===== src/rtl/frame_write_controller.sv =====
// Packs a received byte stream into BYTES_PER_WORD-wide words and issues
// one memory write per completed word at sequential frame addresses.
module frame_write_controller #(
  parameter int BYTES_PER_WORD = 3,
  parameter int DEPTH          = 196608,
  parameter int ADDR_W         = 18,
  parameter int MSB_FIRST      = 1,
  parameter int TIMEOUT_CYC    = 0
) (
  input  logic                        i_clk,
  input  logic                        i_rst,
  input  logic [7:0]                  i_byte_received,
  input  logic                        i_rx_data_ready,
  input  logic                        i_clear,
  output logic                        o_en,
  output logic                        o_we,
  output logic [ADDR_W-1:0]           o_addr,
  output logic [8*BYTES_PER_WORD-1:0] o_din,
  output logic [1:0]                  o_status,
  output logic [1:0]                  o_byte_counter,
  output logic                        o_frame_done,
  output logic                        o_timeout_err
);

  localparam int              W         = 8 * BYTES_PER_WORD;
  localparam logic [1:0]      LAST_IDX  = 2'(BYTES_PER_WORD - 1);
  localparam logic [ADDR_W-1:0] LAST_ADDR = ADDR_W'(DEPTH - 1);
  localparam bit              TO_EN     = (TIMEOUT_CYC > 0);
  localparam int              TW        = (TIMEOUT_CYC > 1) ? $clog2(TIMEOUT_CYC) : 1;
  localparam logic [TW-1:0]   IDLE_LAST = TW'((TIMEOUT_CYC > 0) ? TIMEOUT_CYC - 1 : 0);

  typedef enum logic [1:0] {
    S_IDLE    = 2'd0,
    S_COLLECT = 2'd1,
    S_WRITE   = 2'd2
  } state_t;

  state_t            r_state;
  state_t            w_state_next;
  logic [ADDR_W-1:0] r_addr;
  logic [W-1:0]      r_din;
  logic [W-1:0]      r_word;
  logic [1:0]        r_byte_counter;
  logic [TW-1:0]     r_idle;
  logic              r_timeout_err;

  logic              w_accept;
  logic              w_complete;
  logic              w_last_addr;
  logic              w_timeout;
  logic [W-1:0]      w_word_shift;

  // A byte arriving together with clear belongs to the abandoned frame.
  assign w_accept    = i_rx_data_ready & ~i_clear;
  assign w_complete  = w_accept && (r_byte_counter == LAST_IDX);
  assign w_last_addr = (r_addr == LAST_ADDR);
  assign w_timeout   = TO_EN && (r_byte_counter != 2'd0) && !i_rx_data_ready
                       && (r_idle == IDLE_LAST);

  generate
    if (BYTES_PER_WORD == 1) begin : g_single
      assign w_word_shift = i_byte_received;
    end else if (MSB_FIRST != 0) begin : g_msb
      assign w_word_shift = {r_word[W-9:0], i_byte_received};
    end else begin : g_lsb
      assign w_word_shift = {i_byte_received, r_word[W-1:8]};
    end
  endgenerate

  always_comb begin
    w_state_next = r_state;
    if (i_clear) begin
      w_state_next = S_IDLE;
    end else begin
      case (r_state)
        S_IDLE: begin
          if (w_complete)    w_state_next = S_WRITE;
          else if (w_accept) w_state_next = S_COLLECT;
        end
        S_COLLECT: begin
          if (w_complete) w_state_next = S_WRITE;
        end
        S_WRITE: begin
          if (w_complete)       w_state_next = S_WRITE;
          else if (w_last_addr) w_state_next = S_IDLE;
          else                  w_state_next = S_COLLECT;
        end
        default: w_state_next = S_IDLE;
      endcase
    end
  end

  always_ff @(posedge i_clk) begin
    if (!i_rst) begin
      r_state        <= S_IDLE;
      r_addr         <= '0;
      r_din          <= '0;
      r_word         <= '0;
      r_byte_counter <= 2'd0;
      r_idle         <= '0;
      r_timeout_err  <= 1'b0;
    end else begin
      r_state       <= w_state_next;
      r_timeout_err <= 1'b0;
      if (i_clear) begin
        r_addr         <= '0;
        r_word         <= '0;
        r_byte_counter <= 2'd0;
        r_idle         <= '0;
      end else begin
        if (r_state == S_WRITE) begin
          r_addr <= w_last_addr ? '0 : r_addr + 1'b1;
        end
        if (w_complete) begin
          r_din          <= w_word_shift;
          r_word         <= '0;
          r_byte_counter <= 2'd0;
          r_idle         <= '0;
        end else if (w_accept) begin
          r_word         <= w_word_shift;
          r_byte_counter <= r_byte_counter + 2'd1;
          r_idle         <= '0;
        end else if (w_timeout) begin
          r_word         <= '0;
          r_byte_counter <= 2'd0;
          r_idle         <= '0;
          r_timeout_err  <= 1'b1;
        end else if (r_byte_counter != 2'd0) begin
          r_idle <= r_idle + 1'b1;
        end else begin
          r_idle <= '0;
        end
      end
    end
  end

  assign o_en           = (r_state == S_WRITE);
  assign o_we           = (r_state == S_WRITE);
  assign o_addr         = r_addr;
  assign o_din          = r_din;
  assign o_status       = r_state;
  assign o_byte_counter = r_byte_counter;
  assign o_frame_done   = (r_state == S_WRITE) && w_last_addr;
  assign o_timeout_err  = r_timeout_err;

endmodule


===== config.mk =====
export PLATFORM = sky130hd
export DESIGN_NAME = frame_write_controller
export DESIGN_NICKNAME = d
export VERILOG_FILES = /design/src/rtl/frame_write_controller.sv
export SDC_FILE = /design/constraint.sdc
export NUM_CORES = 1
export LEC_CHECK = 0
export BUFFER_PORTS_ARGS = -buffer_cell sky130_fd_sc_hd__clkbuf_2
export CAP_MARGIN = 20
export CORE_AREA = 2 2 76 78
export CTS_CLUSTER_DIAMETER = 40
export CTS_CLUSTER_SIZE = 20
export DETAILED_ROUTE_END_ITERATION = 10
export DIE_AREA = 0 0 78 80
export PLACE_DENSITY = 0.83
export SLEW_MARGIN = 0
export SYNTH_ARGS = -nofsm -noshare
export SYNTH_HDL_FRONTEND = slang
export SYNTH_SLANG_ARGS = --single-unit

===== constraint.sdc =====
create_clock -name i_clk -period 2.27 [get_ports i_clk]
set_clock_uncertainty 0.1 [all_clocks]
set_input_delay 0.227 -clock i_clk [delete_from_list [all_inputs] [get_ports i_clk]]
set_output_delay 0.227 -clock i_clk [all_outputs]
set_load 0.1 [all_outputs]

==> metrics.md <==
| Metric | Value |
|---|---|
| Die width | `78 microns` |
| Avg Cell Area, Syn | `around 8.3 sq um` |
| Vias in the first global route | `2134` |
| R2r startpoint | `o_addr[1]` |
| Cells after DPL | `418` |
| Ant. Diodes | `0` |
| DRT antenna net count | `0` |
| Gr usage total | `0.201` |
| Critical-path maximum fanout | `6` |
| Routed WL per cell | `13.4 microns` |
| Min-Delay Path Class | `in2reg` |
| Core Area | `5410 sq um` |
| Finish-stage setup viols | `0` |
| H-tree levels | `3` |
| CTS Buffer Depth | `2` |
| Vias | `around 2300` |
| Pre-Repair DR Iteration Count | `4` |
| Syn Inst Count | `296` |
| Synthesized area | `2470 sq um` |
| Total Power | `2.20 mW` |
| Max capacitance violation total | `0` |
| CTS Hold Bufs | `0` |
| Worst R2R Setup Slack | `0.11 ns` |
| Crit path DAT | `around 1.9 ns` |
| Fin cells | `approximately 440` |
| Net Count, Synth | `310` |
| Vias/cell | `~5.2` |
| Area growth syn-to-layout | `28.1%` |
| Worst IR Drop VDD | `0.463 mV` |
| Starting density of the core | `0.456` |
| WP data required | `1.94 ns` |
| Clk sinks | `62` |
| DRT iter0 DRCs | `122` |
| Slew @ Worst Pin | `slightly below 0.7 ns` |
| Commonest non-fill, non-tap cell in the layout | `nand2_1` |
| Worst rel slew slack | `0.552` |
| Largest net degree at the start of global routing | `27` |
| Status | `finished, final reports clean` |
| Primary FF master, synth | `dfxtp_1` |
| Post-synthesis async set-or-reset flop share | `0` |
| Reg2reg path depth | `7` |
| Final wirelength | `5840 microns` |
| Critical path origin | `o_addr[1]` |
| CP Class | `reg2out` |
| Max Slew Vio Count | `0` |
| Global route overflow | `0` |
| Fillers | `slightly below 500` |
| DP HPWL | `3900 microns` |
| Vert. Die Dim | `80 microns` |
| CTS tree | `built` |
| CTS Buf Count | `9` |
| Clock slew seen by the registers of the worst setup and hold paths | `0.07 ns` |
| Layout Nets | `375` |
| CP endpoint kind | `output pin` |
| Layout cells sized above 1 | `0.296` |
| Post-synth EDFFs | `0` |
| Fmax | `455 MHz` |
| CP endpoint | `o_frame_done` |
| DRC viols | `0` |
| I/O Buffers | `60` |
| Latest clock arrival within the worst-skew pair | `0.34 ns` |
| P per Cell Area | `697 nW/um^2` |
| Fin crit share | `0.967` |
| Seq/Total Area, Yosys | `0.503` |
| Root Buffer | `clkbuf_8` |
| Setup crit start kind | `flop` |
| I/O pins | `62` |
| First-pass GRT wire length | `9820 microns` |
| Final count of hold timing violations | `0` |
| HP Start | `i_byte_received[4]` |
| Yosys warns | `0` |
| DIE AREA | `~6200 sq um` |
| Row cnt | `27` |
| Leak | `between 1 and 1.5 nW` |
| Initial antenna violation count | `0` |
| Minimum clock period | `2.20 ns` |
| Netlist cell types | `35` |
| RSZ-0062 raised after global routing | `false` |
| RD Place Congestion | `0.789` |
| Commonest non-fill, non-tap cells in the layout | `nand2_1 (89), clkbuf_2 (59), dfxtp_1 (45), a21boi_0 (24), a21oi_1 (19)` |
| R2r endpoint | `o_addr[2]` |
| FF+latch count, synth | `62` |
report_power, final:
group	switching (mW)	leakage [nW]	internal, mW
sequential	0.00507	0.511	1.08
clock	0.404	0.106	0.606
combinational	0.0748	0.571	0.0277
cell families after synthesis:
group	after synthesis	share of synthesized area
buf+inv	21	0.0360
flops	62	0.503
fa+ha+maj	2	0.0101
other cells	1	0.00152
xor+xnor	12	0.0426
compound gates	54	0.140
simple gates	143	0.262
mux	1	0.00406
critical path: stages, from the launching register on:
cell and delay, ns:
dfxtp_4 0.36, ha_4 0.15, nand4_4 0.12, or4_4 0.58, nor2_4 0.14, buf_12 0.19
worst min path at each step:
stage / cells after the start / endpoint / slack [ns]
finish: 3 / r_word[4] / 0.04
global route: 3 / r_word[4] / 0.04
CTS: 3 / r_word[4] / 0.03
detailed placement: 2 / r_word[15] / 0.35
global placement: 2 / r_word[8] / 0.34
floorplan: 2 / r_word[0] / 0.26
layer usage:
| metal | vias to the layer above | part of all wire | track usage |
|---|---|---|---|
| li1 | 1117 | - | - |
| met1 | 1050 | 0.46 | 0.254 |
| met2 | 83 | 0.46 | 0.312 |
| met3 | 12 | 0.065 | 0.0577 |
| met4 | 0 | 0.021 | 0.107 |
| met5 | - | 0 | 0 |
Yosys cell counts, types with 4 or more instances:
| cell type | number | area share |
|---|---|---|
| a21boi_0 | 24 | 0.073 |
| a21oi_1 | 19 | 0.039 |
| clkbuf_1 | 13 | 0.020 |
| dfxtp_1 | 62 | 0.50 |
| inv_1 | 4 | 0.0061 |
| nand2_1 | 89 | 0.14 |
| nand3_1 | 7 | 0.014 |
| nor2_1 | 16 | 0.024 |
| nor3_1 | 6 | 0.012 |
| nor4_1 | 5 | 0.013 |
| o21ai_0 | 5 | 0.010 |
| xnor2_1 | 9 | 0.032 |
area by class of cell:
class / instances / area (sq um) / area share
clock buffers: 10 / 128 / 0.0404
clock inverters: 5 / 75.1 / 0.0238
inverters: 4 / 15.0 / 0.00475
multi-input cells: 213 / 1170 / 0.370
flip-flops and latches: 62 / 1280 / 0.407
well taps: 72 / 90.1 / 0.0285
repair buffers: 71 / 398 / 0.126
repair_timing:
item	4_1_cts	5_1_grt
hold endpoints to repair	0	0
gates resized for setup	1	0
pin swaps	3	2
setup endpoints to repair	1	1
setup buffers	4	0
metrics by stage:
stage | util | setup slack (ns) | hold slack [ns] | area (sq um) | setup TNS, ns
finish | 0.584 | 0.0744 | 0.0352 | 3160 | 0
global route | 0.584 | 0.00590 | 0.0400 | 3160 | 0
CTS | 0.584 | 0.0255 | 0.0253 | 3160 | 0
detailed placement | 0.541 | 0.137 | 0.350 | 2920 | 0
global placement | 0.541 | 0.170 | 0.343 | 2920 | 0
floorplan | - | -0.0792 | 0.263 | 2540 | -0.173
state kept, by name, summed over array words and instances (netlist names):
register,cells
o_addr,18
o_byte_counter,2
o_din,24
o_status,2
r_word,16
Power figures use the tool's default switching activity.
